===== src/rtl/sample_arb_pkg.sv =====
// sample_arb_pkg: shared definitions for the sample stream arbiter.
//   DROP_CNT_W : width of each per-channel saturating drop counter
//   MAX_CH     : largest supported channel count (sizes the arbiter helper)
//   next_rr()  : round-robin search returning the granted index plus a valid bit
package sample_arb_pkg;

    localparam int DROP_CNT_W = 16;
    localparam int MAX_CH     = 8;
    localparam int CH_IDX_W   = 3;

    typedef struct packed {
        logic                valid;
        logic [CH_IDX_W-1:0] idx;
    } rr_grant_t;

    // Searches last+1, last+2, ... (mod num_ch) and returns the first requester.
    // The search starts after 'last', so the previous winner has lowest priority.
    function automatic rr_grant_t next_rr(input logic [MAX_CH-1:0]   req,
                                          input logic [CH_IDX_W-1:0] last,
                                          input int                  num_ch);
        rr_grant_t g;
        int        k;
        g = '0;
        for (int i = 1; i <= MAX_CH; i++) begin
            if (i <= num_ch && !g.valid) begin
                k = (int'(last) + i) % num_ch;
                if (req[k]) begin
                    g.valid = 1'b1;
                    g.idx   = k[CH_IDX_W-1:0];
                end
            end
        end
        return g;
    endfunction

endpackage


===== src/rtl/sample_fifo2.sv =====
// sample_fifo2: 2-entry synchronous FIFO with show-ahead read data.
//   clk, rstn : clock, synchronous active-low reset
//   wr, wdata : push request and data; a push while full is accepted only
//               when rd pops the same cycle
//   rd        : pop request (caller only asserts it when not empty)
//   rdata     : current head, valid whenever empty=0
//   empty/full: occupancy flags
module sample_fifo2
    import sample_arb_pkg::*;
#(
    parameter int DATA_WIDTH = 32
) (
    input  logic                  clk,
    input  logic                  rstn,
    input  logic                  wr,
    input  logic [DATA_WIDTH-1:0] wdata,
    input  logic                  rd,
    output logic [DATA_WIDTH-1:0] rdata,
    output logic                  empty,
    output logic                  full
);

    logic [DATA_WIDTH-1:0] r_mem [2];
    logic                  r_wr_ptr;
    logic                  r_rd_ptr;
    logic [1:0]            r_count;
    logic                  w_push;
    logic                  w_pop;

    assign empty  = (r_count == 2'd0);
    assign full   = r_count[1];
    assign rdata  = r_mem[r_rd_ptr];
    assign w_pop  = rd && !empty;
    // When full, the slot being written is the one being popped this cycle.
    assign w_push = wr && (!full || w_pop);

    // NOTE: sequential state uses non-blocking (<=) so every flop samples
    // pre-edge values regardless of block ordering.
    always_ff @(posedge clk) begin
        if (!rstn) begin
            r_wr_ptr <= 1'b0;
            r_rd_ptr <= 1'b0;
            r_count  <= 2'd0;
        end else begin
            if (w_push) r_wr_ptr <= ~r_wr_ptr;
            if (w_pop)  r_rd_ptr <= ~r_rd_ptr;
            case ({w_push, w_pop})
                2'b10:   r_count <= r_count + 2'd1;
                2'b01:   r_count <= r_count - 2'd1;
                default: r_count <= r_count;
            endcase
        end
    end

    // NOTE: storage is not reset; the pointers/count define which entries are
    // meaningful, so clearing the data would only add reset fan-out.
    always_ff @(posedge clk) begin
        if (w_push) r_mem[r_wr_ptr] <= wdata;
    end

endmodule


===== src/rtl/sample_stream_arb.sv =====
// sample_stream_arb: merges NUM_CH non-backpressurable sample strobes onto one
// ready/valid stream with a channel tag, using per-channel 2-entry FIFOs and a
// round-robin arbiter feeding a single output register.
//   clk, rstn          : clock, synchronous active-low reset
//   en                 : capture enable (queued samples keep draining when 0)
//   in_data, in_valid  : packed per-channel samples and one-cycle strobes
//   m_data/m_chan/m_valid, m_ready : output stream
//   ovf, drop_cnt      : sticky overflow flags, saturating 16-bit drop counts
//   ovf_clr            : one-cycle clear of ovf and drop_cnt
module sample_stream_arb
    import sample_arb_pkg::*;
#(
    parameter  int NUM_CH     = 3,
    parameter  int DATA_WIDTH = 32,
    localparam int CH_W       = (NUM_CH > 1) ? $clog2(NUM_CH) : 1
) (
    input  logic                         clk,
    input  logic                         rstn,
    input  logic                         en,
    input  logic [NUM_CH*DATA_WIDTH-1:0] in_data,
    input  logic [NUM_CH-1:0]            in_valid,
    output logic [DATA_WIDTH-1:0]        m_data,
    output logic [CH_W-1:0]              m_chan,
    output logic                         m_valid,
    input  logic                         m_ready,
    output logic [NUM_CH-1:0]            ovf,
    output logic [NUM_CH*DROP_CNT_W-1:0] drop_cnt,
    input  logic                         ovf_clr
);

    logic [NUM_CH-1:0]     w_wr;
    logic [NUM_CH-1:0]     w_rd;
    logic [NUM_CH-1:0]     w_empty;
    logic [NUM_CH-1:0]     w_full;
    logic [NUM_CH-1:0]     w_drop;
    logic [DATA_WIDTH-1:0] w_rdata [NUM_CH];

    logic                  w_load;
    rr_grant_t             w_rr;
    logic                  w_grant;
    logic [CH_W-1:0]       w_gnt_idx;
    logic [DATA_WIDTH-1:0] w_head;

    logic                  r_valid;
    logic [DATA_WIDTH-1:0] r_data;
    logic [CH_W-1:0]       r_chan;
    logic [CH_W-1:0]       r_last;
    logic [NUM_CH-1:0]     r_ovf;
    logic [DROP_CNT_W-1:0] r_drop_cnt [NUM_CH];

    assign w_wr   = in_valid & {NUM_CH{en}};
    // A full FIFO only accepts a write when it is being popped the same cycle.
    assign w_drop = w_wr & w_full & ~w_rd;

    for (genvar c = 0; c < NUM_CH; c++) begin : g_ch
        sample_fifo2 #(.DATA_WIDTH(DATA_WIDTH)) u_fifo (
            .clk   (clk),
            .rstn  (rstn),
            .wr    (w_wr[c]),
            .wdata (in_data[c*DATA_WIDTH +: DATA_WIDTH]),
            .rd    (w_rd[c]),
            .rdata (w_rdata[c]),
            .empty (w_empty[c]),
            .full  (w_full[c])
        );
        assign drop_cnt[c*DROP_CNT_W +: DROP_CNT_W] = r_drop_cnt[c];
    end

    // NOTE: every combinational output gets a default before any condition so
    // no path leaves it unassigned (which would infer a latch).
    always_comb begin
        w_load    = !r_valid || m_ready;
        w_rr      = next_rr(MAX_CH'(~w_empty), CH_IDX_W'(r_last), NUM_CH);
        w_grant   = w_load && w_rr.valid;
        w_gnt_idx = w_rr.idx[CH_W-1:0];
        w_rd      = '0;
        w_head    = '0;
        for (int c = 0; c < NUM_CH; c++) begin
            if (w_grant && (w_gnt_idx == CH_W'(c))) begin
                w_rd[c] = 1'b1;
                w_head  = w_rdata[c];
            end
        end
    end

    // Output register: loads on empty or handshake, otherwise holds (stall).
    always_ff @(posedge clk) begin
        if (!rstn) begin
            r_valid <= 1'b0;
            r_data  <= '0;
            r_chan  <= '0;
            r_last  <= CH_W'(NUM_CH - 1);
        end else if (w_load) begin
            if (w_grant) begin
                r_valid <= 1'b1;
                r_data  <= w_head;
                r_chan  <= w_gnt_idx;
                r_last  <= w_gnt_idx;
            end else begin
                r_valid <= 1'b0;
            end
        end
    end

    // A drop coinciding with a clear is counted after the clear.
    always_ff @(posedge clk) begin
        if (!rstn) begin
            r_ovf <= '0;
            for (int c = 0; c < NUM_CH; c++) r_drop_cnt[c] <= '0;
        end else begin
            for (int c = 0; c < NUM_CH; c++) begin
                if (ovf_clr) begin
                    r_ovf[c]      <= w_drop[c];
                    r_drop_cnt[c] <= w_drop[c] ? DROP_CNT_W'(1) : '0;
                end else if (w_drop[c]) begin
                    r_ovf[c] <= 1'b1;
                    if (r_drop_cnt[c] != '1) r_drop_cnt[c] <= r_drop_cnt[c] + DROP_CNT_W'(1);
                end
            end
        end
    end

    assign m_valid = r_valid;
    assign m_data  = r_data;
    assign m_chan  = r_chan;
    assign ovf     = r_ovf;

endmodule


===== config.mk =====
export PLATFORM = sky130hd
export DESIGN_NAME = sample_stream_arb
export DESIGN_NICKNAME = d
export VERILOG_FILES = /design/src/rtl/sample_arb_pkg.sv /design/src/rtl/sample_fifo2.sv /design/src/rtl/sample_stream_arb.sv
export SDC_FILE = /design/constraint.sdc
export NUM_CORES = 1
export LEC_CHECK = 0
export CORE_UTILIZATION = 49
export CTS_CLUSTER_DIAMETER = 30
export DETAILED_ROUTE_END_ITERATION = 8
export GPL_ROUTABILITY_DRIVEN = 1
export PLACE_DENSITY = 0.75
export RECOVER_POWER = 100
export SETUP_SLACK_MARGIN = 0.1
export SLEW_MARGIN = 10
export SYNTH_ARGS = -nofsm -noshare
export SYNTH_HDL_FRONTEND = slang
export SYNTH_SLANG_ARGS = --single-unit
export TNS_END_PERCENT = 20

===== constraint.sdc =====
create_clock -name clk -period 4.4 [get_ports clk]
set_input_delay 0.66 -clock clk [delete_from_list [all_inputs] [get_ports clk]]
set_output_delay 0.66 -clock clk [all_outputs]
set_load 0.1 [all_outputs]

; ---- After elaboration in Yosys (flattened, before gate mapping)
; Memory sizes are Yosys's and may differ from the RTL's. A register that Yosys moved wholly into a read port is not among the register bits.
; Index checks and enable logic that the tools add are counted.
[totals]
regBits = 52
inputBits = 104
mem_count = 4
ram_bits = 240
out_inout_bits = 86
[memory_table]
columns = name, words, word_bits, rd, rd_clocked_by_memory_dff, write_ports, line
row1 = g_ch[0].u_fifo.r_mem, 2, 32, 1, 1, 1, sample_fifo2.sv:23  ; logic [DATA_WIDTH-1:0] r_mem [2];
row2 = g_ch[1].u_fifo.r_mem, 2, 32, 1, 1, 1, sample_fifo2.sv:23
row3 = g_ch[2].u_fifo.r_mem, 2, 32, 1, 1, 1, sample_fifo2.sv:23
row4 = r_drop_cnt, 3, 16, 3, 0, 3, sample_stream_arb.sv:49  ; logic [DROP_CNT_W-1:0] r_drop_cnt [NUM_CH];
[classes]
eq_ne = 11
addsub = 12
bitwise = 17
n_div = 3
n_reduce_logical = 32
n_lt_le_gt_ge = 3
mux = 70
[ops]
columns = op, count
row1 = "< comparator 32 x 5 -> 1 bit, second input constant", 3
row2 = "modulo 32 x 3 -> 32 bit, second input constant", 3
row3 = two-way mux 16 bit, 6
row4 = two-way mux 32 bit, 3
row5 = two-way mux 1 bit, 50
row6 = "adder 16 x 1 -> 16 bit, second input constant", 3
row7 = "inequality test 16 bit, second input constant", 3
row8 = two-way mux 4 bit, 5
row9 = one-hot mux 2 bit (2 select lines), 3
row10 = nonzero test 2 bit, 6
row11 = logical AND 1 bit, 10
row12 = AND 3 bit, 3
row13 = binary-select mux 1 bit (select 3 bit), 3
row14 = "== test 2 x 1 -> 1 bit, second input constant", 4
row15 = "== test 2 bit, second input constant", 4
row16 = logical NOT 2 bit, 4
row17 = NOT 3 -> 8 bit, 1
row18 = logical NOT 1 bit, 7
row19 = "adder 2 x 1 -> 2 bit, second input constant", 3
row20 = "adder 2 x 2 -> 3 bit, second input constant", 2
row21 = NOT 1 bit, 6
row22 = OR 1 bit, 6
row23 = "subtractor 2 x 1 -> 2 bit, second input constant", 3
row24 = logical OR 1 bit, 4
row25 = other kinds (3), 3

; ---- Logic depth before layout (Yosys ltp)
; Gate-level depths: netlist of the first run.
[logic_depth]
depth_word = 20
depth_mapped = 14
mapped_depth_nobuf = 12

; ---- By module
; From an unflattened synthesis of the first run, not the netlist that was laid out.
[hier_totals]
cells_unflattened = 875
hier_area_um2 = 12478.2
[by_module_without_submodules]
columns = module, n_inst, seq_area_each_um2, cells_per_inst, area_per_inst_um2
row1 = sample_fifo2, 3, 2021.9, 125, 2529.9
row2 = sample_stream_arb, 1, 2222.1, 500, 4888.4

; ---- Worst setup path before layout of the first run
; No wires, ideal clock.
[synth_path]
kind = flip-flop to flip-flop
start = reg r_last[1]
end = mem g_ch[0].u_fifo.r_mem[0][0] (enable)
slack_ns = 0.156
stages_incl_launch_ff = 12
arrival_ns = 3.823
path_cell_list = dfxtp_1 -> inv_1 -> ha_1 -> buf_2 -> a2111oi_0 -> o221ai_1 -> and4_1 -> a21o_1 -> clkbuf_1 -> o31ai_1 -> nand3_1 -> nor2_1
[synth_between]
elab_chain_cells = 18
[synth_lines]
columns = element, line
row1 = from (decl), sample_stream_arb.sv:47  ; logic [CH_W-1:0] r_last;
row2 = from (signal assigned), sample_stream_arb.sv:92  ; r_last <= CH_W'(NUM_CH - 1);
row3 = from (signal assigned), sample_stream_arb.sv:98  ; r_last <= w_gnt_idx;
row4 = adder 2 x 1 -> 3 bit, sample_arb_pkg.sv:26  ; k = (int'(last) + i) % num_ch;
row5 = modulo 32 x 3 -> 32 bit, sample_arb_pkg.sv:26
row6 = binary-select mux 1 bit (select 3 bit), sample_arb_pkg.sv:27  ; if (req[k]) begin
row7 = two-way mux 1 bit (implied by the code) (2 in series), sample_arb_pkg.sv:27
row8 = two-way mux 4 bit (2 in series), sample_arb_pkg.sv:27
row9 = two-way mux 4 bit, sample_arb_pkg.sv:25  ; if (i <= num_ch && !g.valid) begin
row10 = two-way mux 4 bit, sample_arb_pkg.sv:27
row11 = two-way mux 4 bit (*), sample_arb_pkg.sv:25
row12 = logical NOT 2 bit, sample_stream_arb.sv:79  ; if (w_grant && (w_gnt_idx == CH_W'(c))) begin
row13 = logical AND 1 bit (*), sample_stream_arb.sv:79
row14 = two-way mux 1 bit (*), sample_stream_arb.sv:79
row15 = logical AND 1 bit (*), sample_fifo2.sv:33  ; assign w_pop = rd && !empty;
row16 = logical OR 1 bit (*), sample_fifo2.sv:35  ; assign w_push = wr && (!full || w_pop);
row17 = logical AND 1 bit (*), sample_fifo2.sv:35
row18 = two-way mux 1 bit (*), sample_fifo2.sv:58  ; if (w_push) r_mem[r_wr_ptr] <= wdata;
row19 = two-way mux 1 bit (implied by the code) (*), sample_fifo2.sv:58
row20 = to (decl), sample_fifo2.sv:23
; Every way passes the cells marked *; elsewhere a longest branch is shown, timed or not. The select of a mux whose other input is x is not followed.

; ---- Worst setup path in the final report of the first run
[layout_path]
start = reg r_last[1]
end = mem g_ch[2].u_fifo.r_mem[0][21] (enable)
[layout_between]
elab_chain_cells = 18
[layout_lines]
columns = element, line
row1 = adder 2 x 1 -> 3 bit, sample_arb_pkg.sv:26
row2 = modulo 32 x 3 -> 32 bit, sample_arb_pkg.sv:26
row3 = binary-select mux 1 bit (select 3 bit), sample_arb_pkg.sv:27
row4 = two-way mux 1 bit (implied by the code) (2 in series), sample_arb_pkg.sv:27
row5 = two-way mux 4 bit (2 in series), sample_arb_pkg.sv:27
row6 = two-way mux 4 bit, sample_arb_pkg.sv:25
row7 = two-way mux 4 bit, sample_arb_pkg.sv:27
row8 = two-way mux 4 bit (*), sample_arb_pkg.sv:25
row9 = == test 2 bit, sample_stream_arb.sv:79
row10 = logical AND 1 bit (*), sample_stream_arb.sv:79
row11 = two-way mux 1 bit (*), sample_stream_arb.sv:79
row12 = logical AND 1 bit (*), sample_fifo2.sv:33
row13 = logical OR 1 bit (*), sample_fifo2.sv:35
row14 = logical AND 1 bit (*), sample_fifo2.sv:35
row15 = two-way mux 1 bit (*), sample_fifo2.sv:58
row16 = two-way mux 1 bit (implied by the code) (*), sample_fifo2.sv:58
row17 = to (decl), sample_fifo2.sv:23
; Marks and branches as above.

==> results by group, run 1 <==
Run status
  – Outcome: finished, final reports clean

Floorplanning
  – Die boundary height: between 150 and 200 um
  – Starting Density: 0.499
  – Core area: 24,300 sq um
  – Die area: 25,400 sq um
  – I/O pin cnt: 190
  – Row count: 57
  – Die width: approximately 160 um

Placed design
  – GPL Wtd Cong: ~0.81
  – Post-DP Area: 14,500 sq um
  – Post-DP HPWL: 18,500 um
  – Port Buffers: roughly 190

Logic synthesis
  – Avg Inst Size Synth: ~14 sq um
  – Post-synthesis cell type count: 55
  – Ys async rst share: 0
  – Largest family of logic cells by synthesized area: multiplexers
  – Post-Synth Simple-Gate Area: 0.0846
  – Post-synth EDFFs: between 200 and 250
  – Post-Synthesis Cell Area: 12,100 sq um
  – Synth Area in XOR/XNOR: 0.0368
  – Synth Register Bits: about 290
  – Synth Flop Type: edfxtp_1
  – Multiplexer area fraction after synthesis: 0.0883
  – Net Count, Synth: a little under 1,000
  – Dominant cell type by area after synthesis: edfxtp_1
  – Synth Area in Compound Gates: 0.0737
  – Sequential element share of the synthesized area: 0.683
  – Area share of the largest cell type after synthesis: 0.594
  – Mapped Cells: 848
  – Ys Warns: 0
  – Top cells by area, synth: edfxtp_1 59%, dfxtp_1 8.9%, mux2_2 5.9%
  – Post-Synth Adder-Cell Area: 0.0134

Timing
  – Worst-Margin Slew: roughly 1.2 ns
  – Hold_ws: ~0.48 ns
  – Final Critical Period: 4.07 ns
  – Clk_skew: approximately 0.021 ns
  – Slew headroom: 0.192
  – Fmax: 246 MHz
  – Final setup fails: 0
  – Final Max Tran Viols: 0
  – Final setup TNS: 0 ns
  – Final Hold Viols: 0
  – Final period util: 0.925
  – Unrepaired setup endpoints after global routing: true

Power and ir drop
  – Final Power: 11.1 mW
  – Max rail drop VDD: around 0.53 mV
  – Leak: around 5.8 nW
  – Cell area power density: 676 nW/um^2

Drt
  – Post-route DRC: 0
  – WL/cell: approximately 20 um
  – Antenna Violating Nets Remaining: 0
  – Final wirelength: slightly below 30,000 um
  – Vias/cell: roughly 5.5
  – Detailed-route via count: 7,964
  – Number of DRC markers in iteration 0: ~530
  – 1st-pass router iterations: 5

Clocking
  – Htree depth: 2
  – CTS Buf Count: 54
  – Clock-pin transition on the worst setup and hold timing paths: roughly 0.050 ns
  – Clock latency on the worst-skew pair: around 0.56 ns
  – Clock Path Buffers: 3
  – # hold bufs at CTS: 0
  – CTS tree: yes
  – Sink Count: 294
  – CTS root buffer: clkbuf_16

Job
  – Max Cap Viol: 0

Critical path
  – Required @ worst endpoint: 4.64 ns
  – Critical path class: flip-flop to flip-flop
  – CP Capture Type: flip-flop
  – Setup crit start kind: flip-flop
  – Worst EP arrival: around 4.3 ns
  – Crit path max fanout: 10

Min path
  – Min-Delay Path Class: flip-flop to flip-flop

Global routing
  – First-pass GRT wire length: between 40,000 and 50,000 um
  – Gr usage total: 0.233
  – Initial antenna violation count: 2
  – Vias in the first global route: between 8,000 and 9,000
  – Pin count of the biggest net entering global routing: 36
  – Total gr overflow: 0

Cells and area
  – Final #Nets: 1,190
  – Ratio of cells with drive above 1 in the final layout: 0.176
  – Design area: 16,300 sq um
  – Area delta synth->final: 34.7%
-- sequential cells by signal, summed over array words and instances, names as in the netlist, named ones only --
signal	count
m_data	32
g_ch.u_fifo.r_wr_ptr	3
r_last	1
g_ch.u_fifo.r_rd_ptr	3
g_ch.u_fifo.r_count	6
ovf	3
r_drop_cnt	48
m_chan	2
m_valid	1
g_ch.u_fifo.r_mem	192
-- logic make-up after synthesis --
logic type	count (synthesis)
AO/OA/AOI/OAI	115
XOR/XNOR	51
adder cells (fa/ha/maj)	13
buffers and inverters	58
flip-flops	294
multiplexers	99
AND/OR/NAND/NOR	218
-- per-layer routing --
layer	vias to the layer above	global-route usage	share of wire
li1	3690	-	-
met1	3898	0.305	0.42
met2	302	0.386	0.49
met3	72	0.0445	0.055
met4	2	0.0900	0.030
met5	-	0	0.00048
-- area by class of cell --
class,count,area [sq um]
clock inverter,35,404
tap,324,405
antenna,1,2.50
sequential,294,8290
fill,1644,7980
inverter,15,56.3
multi-input combinational,496,3650
timing repair buffer,212,2030
clock buffer,67,1490
-- cell usage after synthesis (all sizes together), types with 13 or more instances --
master  number
mux2i       35
clkbuf      33
and3        16
inv         14
xor2        26
mux2        64
nand3       19
dfxtp       54
o221ai      33
nor2        82
xnor2       25
a22oi       32
nand2       64
ha          13
edfxtp     240
-- critical path: stages (launching register included) --
cell and delay [ns]:
dfxtp_1 0.46, inv_1 0.13, ha_1 0.48, inv_1 0.14, a211oi_1 0.36, or2_0 0.40, o41a_1 0.41, nand3_1 0.22
a21o_1 0.31, nor2_1 0.50, clkbuf_2 0.34
-- where the power goes --
part           switching, mW  total, mW  internal [mW]  leakage (nW)
clock                   1.45       4.18           2.73         0.927
combinational           2.19       3.27           1.09          2.17
sequential             0.292       3.60           3.30          2.74
total                   3.93       11.1           7.12          5.83
-- per-stage QoR --
| stage | cells | worst slack (ns) | utilization |
|---|---|---|---|
| finish | 1444 | 0.331 | 0.672 |
| global route | 1444 | 0.0496 | 0.672 |
| CTS | 1438 | 0.356 | 0.673 |
| detailed placement | 1336 | 0.383 | 0.595 |
| global placement | 1336 | 0.478 | 0.595 |
| floorplan | 848 | 0.156 | - |
-- worst paths after layout --
path / start / to / slack, ns / depth (start not counted)
worst max-delay path: r_last[1] / g_ch[2].u_fifo.r_mem[0][21] / 0.33 / 10
worst min-delay path: m_data[31] / m_data[31] / 0.48 / 2
worst max register to register: r_last[1] / g_ch[2].u_fifo.r_mem[0][21] / 0.33 / 10
worst min register to register: m_data[31] / m_data[31] / 0.48 / 2
-- timing repair --
item / 4_1_cts / 5_1_grt
resized for setup: 0 / 0
endpoints found under the setup margin: 0 / 36
setup buffers: 0 / 5
-- cells in the final DEF (no fill, tap or decap), drive strengths merged, types with 10 or more instances in the layout --
cell	Yosys	layout
inv	14	21
nand3	19	19
xnor2	25	25
nand2	64	64
nor2	82	82
clkbuf	33	80
mux2	64	64
dlygate4sd3	0	182
a22oi	32	32
o221ai	33	33
and3	16	16
xor2	26	26
edfxtp	240	240
mux2i	35	35
dfxtp	54	54
ha	13	13
clkinv	1	20
a21oi	11	11
buf	10	10
Note: power is estimated with default switching activity, not from simulation.
==> run 2, diff against run 1 <==
--- a/config.mk
+++ b/config.mk
@@ -9,11 +9,13 @@
 export CTS_CLUSTER_DIAMETER = 30
 export DETAILED_ROUTE_END_ITERATION = 8
 export GPL_ROUTABILITY_DRIVEN = 1
-export PLACE_DENSITY = 0.75
+export PLACE_DENSITY = 0.74
 export RECOVER_POWER = 100
 export SETUP_SLACK_MARGIN = 0.1
+export SKIP_CTS_REPAIR_TIMING = 1
 export SLEW_MARGIN = 10
 export SYNTH_ARGS = -nofsm -noshare
 export SYNTH_HDL_FRONTEND = slang
+export SYNTH_HIERARCHICAL = 1
 export SYNTH_SLANG_ARGS = --single-unit
 export TNS_END_PERCENT = 20
==> results by group, run 2 <==
Timing
  – Final period util: 0.926 (was 0.925)
  – Fin worst setup slack: 0.328 ns (was 0.331 ns)
  – Fmax: 246 MHz (about the same)
  – Final Hold Viols: 0 (unchanged)
  – Final setup fails: 0 (unchanged)
  – Slew headroom: 0.282 (was 0.192)
  – Final setup TNS: 0 ns (unchanged)
  – Worst-Margin Slew: 1.07 ns (was 1.21 ns)
  – Final Critical Period: 4.07 ns (about the same)
  – Unrepaired setup endpoints after global routing: false (was true)
  – Clk_skew: 0.0332 ns (was 0.0214 ns)
  – Final Max Tran Viols: 0 (unchanged)

Cells and area
  – Final #Nets: 1,210 (was 1,190)
  – Ratio of cells with drive above 1 in the final layout: 0.179 (was 0.176)
  – # fillers: 1,842 (was 1,644)
  – Final Core Density: 0.654 (was 0.672)
  – Area delta synth->final: 31.6% (was 34.7%)
  – Largest reg by FF count: g_ch.u_fifo/r_mem (was g_ch.u_fifo.r_mem)
  – Register area: 8290 sq um (unchanged)
  – Most frequent cells in the layout: 240 x edfxtp_1, 182 x dlygate4sd3_1, 90 x mux2_2 (was 240 x edfxtp_1, 182 x dlygate4sd3_1, 72 x nor2_1)
  – Most common cell after layout, fill and taps aside: edfxtp_1 (unchanged)
  – Area of the multi-input gates: 3920 sq um (was 3650 sq um)
  – Max FFs per register: 192 (unchanged)

Logic synthesis
  – Synth Flop Type: edfxtp_1 (unchanged)
  – Ys Warns: 6 (was 0)
  – Post-Synthesis Cell Area: 12,500 sq um (was 12,100 sq um)
  – Post-Synth Simple-Gate Area: 0.0687 (was 0.0846)
  – Synth Area in XOR/XNOR: 0.0365 (was 0.0368)
  – Avg Inst Size Synth: 14.3 sq um (about the same)
  – Largest family of logic cells by synthesized area: multiplexers (unchanged)
  – Sequential element share of the synthesized area: 0.664 (was 0.683)
  – Mapped Cells: 875 (was 848)
  – Count leader, synth: edfxtp_1 (unchanged)
  – Multiplexer area fraction after synthesis: 0.117 (was 0.0883)
  – Top cells by area, synth: edfxtp_1 58%, dfxtp_1 8.7%, mux2_2 8.1% (was edfxtp_1 59%, dfxtp_1 8.9%, mux2_2 5.9%)
  – Net Count, Synth: 993 (was 965)
  – Top cells by count, synth: 240 x edfxtp_1, 90 x mux2_2, 67 x nor2_1, 54 x dfxtp_1, 39 x o21ai_0 (was 240 x edfxtp_1, 74 x nor2_1, 64 x mux2_2, 64 x nand2_1, 54 x dfxtp_1)
  – Synth Area in Compound Gates: 0.0776 (was 0.0737)
  – Post-synth EDFFs: 240 (unchanged)
  – Dominant cell type by area after synthesis: edfxtp_1 (unchanged)
  – Post-synthesis cell type count: 48 (was 55)
  – Synth Register Bits: 294 (unchanged)
  – Post-Synth Adder-Cell Area: 0.0140 (was 0.0134)
  – Ys async rst share: 0 (unchanged)
  – Area share of the largest cell type after synthesis: 0.578 (was 0.594)

Drt
  – WL/cell: 19.0 um (was 20.3 um)
  – Number of DRC markers in iteration 0: 532 (was 531)
  – Post-route DRC: 0 (unchanged)
  – Detailed-route via count: 7,857 (was 7,964)
  – Antenna Violating Nets Remaining: 0 (unchanged)
  – 1st-pass router iterations: 5 (unchanged)
  – Vias/cell: 5.35 (was 5.52)
  – Final wirelength: 27,900 um (was 29,300 um)

Critical path
  – Cell chain of the critical path: inv_1 > ha_1 > mux2_1 > mux2_1 > and2_0 > a221o_1 > nor3_1 > nand2b_1 > nand2_1 > nor2_4 > clkbuf_4 (was inv_1 > ha_1 > inv_1 > a211oi_1 > or2_0 > o41a_1 > nand3_1 > a21o_1 > nor2_1 > clkbuf_2)
  – Required @ worst endpoint: 4.56 ns (was 4.64 ns)
  – Setup crit start kind: flip-flop (unchanged)
  – CP Capture Type: flip-flop (unchanged)
  – CP top delay family: simple AND/OR/NAND/NOR gates (unchanged)
  – CP dominant cell by count: mux2_1 (was inv_1)
  – Crit path max fanout: 32 (was 10)
  – Critical path buffers and inverters: 2 (was 3)
  – Crit-path max cell delay: 0.66 ns (was 0.50 ns)
  – Slowest-stage cell, CP: a221o_1 (was nor2_1)
  – Critical path class: flip-flop to flip-flop (unchanged)
  – Worst EP arrival: 4.23 ns (was 4.30 ns)

Clocking
  – Clock Path Buffers: 3 (unchanged)
  – Sink Count: 294 (unchanged)
  – CTS root buffer: clkbuf_16 (unchanged)
  – CTS tree: yes (unchanged)
  – Htree depth: 2 (unchanged)
  – Clock latency on the worst-skew pair: 0.55 ns (was 0.56 ns)
  – CTS Buf Count: 51 (was 54)
  – Clock-pin transition on the worst setup and hold timing paths: 0.05 ns (about the same)

Placed design
  – Dpl ws: 0.563 ns (was 0.383 ns)
  – Post-DP HPWL: 17,100 um (was 18,500 um)
  – Port Buffers: 189 (unchanged)
  – GPL Wtd Cong: 0.830 (was 0.810)

Power and ir drop
  – Int Pwr: 7.28 mW (was 7.12 mW)
  – Final Power: 11.6 mW (was 11.1 mW)
  – Leak: 5.94 nW (was 5.83 nW)
  – Power share of the combinational group: 0.362 (was 0.296)
  – Sequential share of power: 0.309 (was 0.325)
  – Cell area power density: 707 nW/um^2 (was 676 nW/um^2)
  – Clock power share: 0.329 (was 0.378)
  – Sw frac: 0.373 (was 0.355)
  – Switching pwr: 4.32 mW (was 3.93 mW)
  – Max rail drop VDD: 0.478 mV (was 0.530 mV)

Floorplanning
  – Die area: 26,100 sq um (was 25,400 sq um)
  – Starting Density: 0.497 (was 0.499)
  – Die width: 162 um (was 159 um)
  – Row count: 58 (was 57)
  – Die boundary height: 162 um (was 159 um)
  – Core area: 25,100 sq um (was 24,300 sq um)
  – I/O pin cnt: 190 (unchanged)

Job
  – Max Cap Viol: 0 (unchanged)

Global routing
  – Initial antenna violation count: 12 (was 2)
  – Vias in the first global route: 8,036 (was 8,270)
  – Total gr overflow: 0 (unchanged)
  – Gr usage total: 0.218 (was 0.233)
  – First-pass GRT wire length: 43,300 um (was 45,700 um)
  – Pin count of the biggest net entering global routing: 67 (was 36)

Run status
  – Outcome: finished, final reports clean (unchanged)

Min path
  – Min-Delay Path Class: flip-flop to flip-flop (unchanged)
==> run 2: cell types whose count changed in the layout (fill, tap and decap cells not counted), sizes merged, moves of 30 or more <==
cell,previous run,this run
o221ai,33,0
a22oi,32,0
o21ai,9,40
nand2,64,34
mux2,64,98
a2bb2oi,0,32
==> run 2: cell families after synthesis <==
family	after synthesis
AO/OA/AOI/OAI	143
multiplexers	133
XOR/XNOR	52
AND/OR/NAND/NOR	180
adder cells (fa/ha/maj)	14
flip-flops	294
buffers and inverters	59
==> run 2: worst min-delay path: cells and delay by family, from the launching register on <==
kind	cells	cell delay (ns)
compound gates	1	0.07
simple gates	1	0.07
flops	1	0.32
==> run 2: per-layer routing <==
layer,GRT usage,wire length (um),up-vias
li1,-,-,3729
met1,0.279,12100,3795
met2,0.359,13300,268
met3,0.0560,1880,53
met4,0.0759,575,12
met5,0,80,-
==> run 2: metrics by stage <==
step	area (sq um)	cells	hold slack, ns
global placement	14700	1369	0.501
finish	16400	1469	0.510
CTS	16400	1463	0.511
detailed placement	14700	1369	0.502
global route	16400	1466	0.541
floorplan	12500	875	0.492
==> run 2: layout make-up <==
cell class	instances	area share
multi-input combinational	522	0.239
antenna	6	0.000914
inverter	19	0.00434
clock buffer	62	0.0840
timing repair buffer	204	0.122
tap	330	0.0251
clock inverter	32	0.0201
sequential	294	0.505
==> run 2: worst paths after layout <==
check,start,cells after the start,slack (ns),end
setup reg to reg,r_last[1],11,0.33,g_ch[0].u_fifo/r_mem[1][20]
setup / recovery,r_last[1],11,0.33,g_ch[0].u_fifo/r_mem[1][20]
hold / removal,ovf[2],2,0.51,ovf[2]
hold reg to reg,ovf[2],2,0.51,ovf[2]
==> run 2: power by group through the flow <==
stage | logic (mW) | clock network (mW) | registers (mW)
floorplan | 2.37 | 0 | 4.53
global placement | 4.22 | 0 | 3.63
detailed placement | 4.30 | 0 | 3.64
CTS | 4.33 | 3.86 | 3.60
global route | 4.48 | 4.00 | 3.62
finish | 4.20 | 3.82 | 3.58
==> run 3, diff against run 2 <==
--- a/config.mk
+++ b/config.mk
@@ -9,8 +9,10 @@
 export CTS_CLUSTER_DIAMETER = 30
 export DETAILED_ROUTE_END_ITERATION = 8
 export GPL_ROUTABILITY_DRIVEN = 1
+export HOLD_SLACK_MARGIN = 0.15
 export PLACE_DENSITY = 0.74
 export RECOVER_POWER = 100
+export REMOVE_ABC_BUFFERS = 1
 export SETUP_SLACK_MARGIN = 0.1
 export SKIP_CTS_REPAIR_TIMING = 1
 export SLEW_MARGIN = 10
==> results by group, run 3 (same netlist as run 2, synthesis figures left out) <==
Run status
  – Outcome: finished, final reports clean (unchanged)

Timing
  – Final setup TNS: 0 ns (unchanged)
  – Worst-Margin Slew: 1.30 ns (was 1.07 ns)
  – Clk_skew: 0.0298 ns (was 0.0332 ns)
  – Fmax: 250 MHz (was 246 MHz)
  – Final period util: 0.909 (was 0.926)
  – Unrepaired setup endpoints after global routing: true (was false)
  – Final setup fails: 0 (unchanged)
  – Final Max Tran Viols: 0 (unchanged)
  – Final Hold Viols: 0 (unchanged)
  – Final Critical Period: 4.00 ns (was 4.07 ns)
  – Slew headroom: 0.134 (was 0.282)
  – Hold_ws: 0.481 ns (was 0.510 ns)

Floorplanning
  – Row count: 58 (unchanged)
  – Die width: 162 um (unchanged)
  – Starting Density: 0.497 (unchanged)
  – Core area: 25,100 sq um (unchanged)
  – Die area: 26,100 sq um (unchanged)
  – I/O pin cnt: 190 (unchanged)
  – Die boundary height: 162 um (unchanged)

Cells and area
  – Most common cell after layout, fill and taps aside: edfxtp_1 (unchanged)
  – Largest reg by FF count: g_ch.u_fifo/r_mem (unchanged)
  – Area delta synth->final: 33.0% (was 31.6%)
  – Max FFs per register: 192 (unchanged)
  – Fin cells: 1,476 (was 1,469)
  – Most frequent cells in the layout: 240 x edfxtp_1, 182 x dlygate4sd3_1, 90 x mux2_2 (unchanged)
  – Ratio of cells with drive above 1 in the final layout: 0.186 (was 0.179)
  – Final #Nets: 1,215 (was 1,210)

Power and ir drop
  – Int Pwr: 7.57 mW (was 7.28 mW)
  – Clock power share: 0.348 (was 0.329)
  – Power share of the combinational group: 0.352 (was 0.362)
  – Switching pwr: 4.43 mW (was 4.32 mW)
  – Cell area power density: 724 nW/um^2 (was 707 nW/um^2)
  – Sw frac: 0.369 (was 0.373)
  – Leak: 6.02 nW (was 5.94 nW)
  – Max rail drop VDD: 0.647 mV (was 0.478 mV)
  – Sequential share of power: 0.300 (was 0.309)

Clocking
  – CTS root buffer: clkbuf_16 (unchanged)
  – Clock latency on the worst-skew pair: 0.57 ns (was 0.55 ns)
  – CTS tree: yes (unchanged)
  – Htree depth: 2 (unchanged)
  – CTS Buf Count: 54 (was 51)
  – Clock-pin transition on the worst setup and hold timing paths: 0.05 ns (about the same)
  – Sink Count: 294 (unchanged)
  – Clock Path Buffers: 3 (unchanged)

Job
  – Max Cap Viol: 0 (unchanged)

Global routing
  – Pin count of the biggest net entering global routing: 67 (unchanged)
  – Initial antenna violation count: 6 (was 12)
  – Vias in the first global route: 8,220 (was 8,036)
  – Gr usage total: 0.220 (was 0.218)
  – First-pass GRT wire length: 44,400 um (was 43,300 um)
  – Total gr overflow: 0 (unchanged)

Min path
  – Hold EP: ovf[0] (was ovf[2])
  – Min-Delay Path Class: flip-flop to flip-flop (unchanged)
  – Hold_sp: ovf[0] (was ovf[2])
  – Hold Path Stages: 2 (unchanged)

Placed design
  – GPL Wtd Cong: 0.800 (was 0.830)
  – Post-DP HPWL: 17,700 um (was 17,100 um)
  – Total placed cells including tap cells: 1,371 (was 1,369)
  – Port Buffers: 189 (unchanged)

Critical path
  – Worst Setup SP: m_chan[0] (was r_last[1])
  – Required @ worst endpoint: 4.52 ns (was 4.56 ns)
  – RR Endpoint: r_drop_cnt[1][6] (was g_ch[0].u_fifo/r_mem[1][20])
  – CP Capture Type: flip-flop (unchanged)
  – Crit path max fanout: 26 (was 32)
  – Critical path class: flip-flop to flip-flop (unchanged)
  – Worst EP arrival: 4.12 ns (was 4.23 ns)
  – R2R depth: 8 (was 11)
  – FF-to-FF setup slack: 0.40 ns (was 0.33 ns)
  – Reg-to-reg startpoint: m_chan[0] (was r_last[1])
  – Setup crit start kind: flip-flop (unchanged)

Drt
  – Post-route DRC: 0 (unchanged)
  – 1st-pass router iterations: 5 (unchanged)
  – Antenna Violating Nets Remaining: 0 (unchanged)
  – WL/cell: 19.2 um (was 19.0 um)
  – Detailed-route via count: 7,971 (was 7,857)
  – Vias/cell: 5.40 (was 5.35)
  – Final wirelength: 28,400 um (was 27,900 um)
  – Number of DRC markers in iteration 0: 486 (was 532)
run 3: cell count changes in the layout (fill, tap and decap cells not counted), sizes merged:
cell / change
diode: -3
clkinv: -2
clkbuf: +7
bufinv: +3
buf: -4
inv: +4
clkinvlp: +2
run 3: layout make-up:
cell class / instances / area [sq um]
diodes: 3 / 7.51
clock buffers: 63 / 1410
clock inverters: 39 / 475
fillers: 1847 / 8520
inverters: 19 / 71.3
multi-input cells: 522 / 3940
flip-flops and latches: 294 / 8290
well taps: 330 / 413
repair buffers: 206 / 1990
run 3: worst max path at each step:
stage,to,slack [ns]
global placement,g_ch[1].u_fifo/r_mem[1][25],0.67
detailed placement,g_ch[1].u_fifo/r_mem[1][17],0.61
global route,r_drop_cnt[1][8],0.07
floorplan,g_ch[0].u_fifo/r_mem[1][0],-1.17
finish,r_drop_cnt[1][6],0.40
CTS,g_ch[2].u_fifo/r_count[1],0.52
run 3: power groups by stage:
| stage | sequential [mW] | combinational, mW | clock, mW |
|---|---|---|---|
| finish | 3.60 | 4.23 | 4.17 |
| global route | 3.64 | 4.50 | 4.38 |
| CTS | 3.61 | 4.32 | 4.23 |
| detailed placement | 3.66 | 4.25 | 0 |
| global placement | 3.65 | 4.19 | 0 |
| floorplan | 4.60 | 2.17 | 0 |
run 3: per-layer routing:
layer,vias up,track usage,part of all wire
li1,3737,-,-
met1,3898,0.297,0.44
met2,289,0.356,0.48
met3,41,0.0496,0.063
met4,6,0.0609,0.015
met5,-,0,0.0014
run 3: critical path, stage by stage (launching register included):
cell and delay, ns:
dfxtp_1 0.43, inv_1 0.15, ha_1 0.43, and2_1 0.23
o21ai_0 0.35, o211ai_4 0.37, o311ai_2 0.36, clkbuf_1 0.62
nand2_1 0.62
run 3: stage by stage:
step	power, mW	setup slack [ns]	utilization	area (sq um)
after floorplan	6.78	-1.17	-	12300
after global placement	7.84	0.673	0.587	14700
after detailed placement	7.91	0.610	0.587	14700
after CTS	12.2	0.518	0.662	16600
after global routing	12.5	0.0677	0.661	16600
final	12.0	0.400	0.661	16600
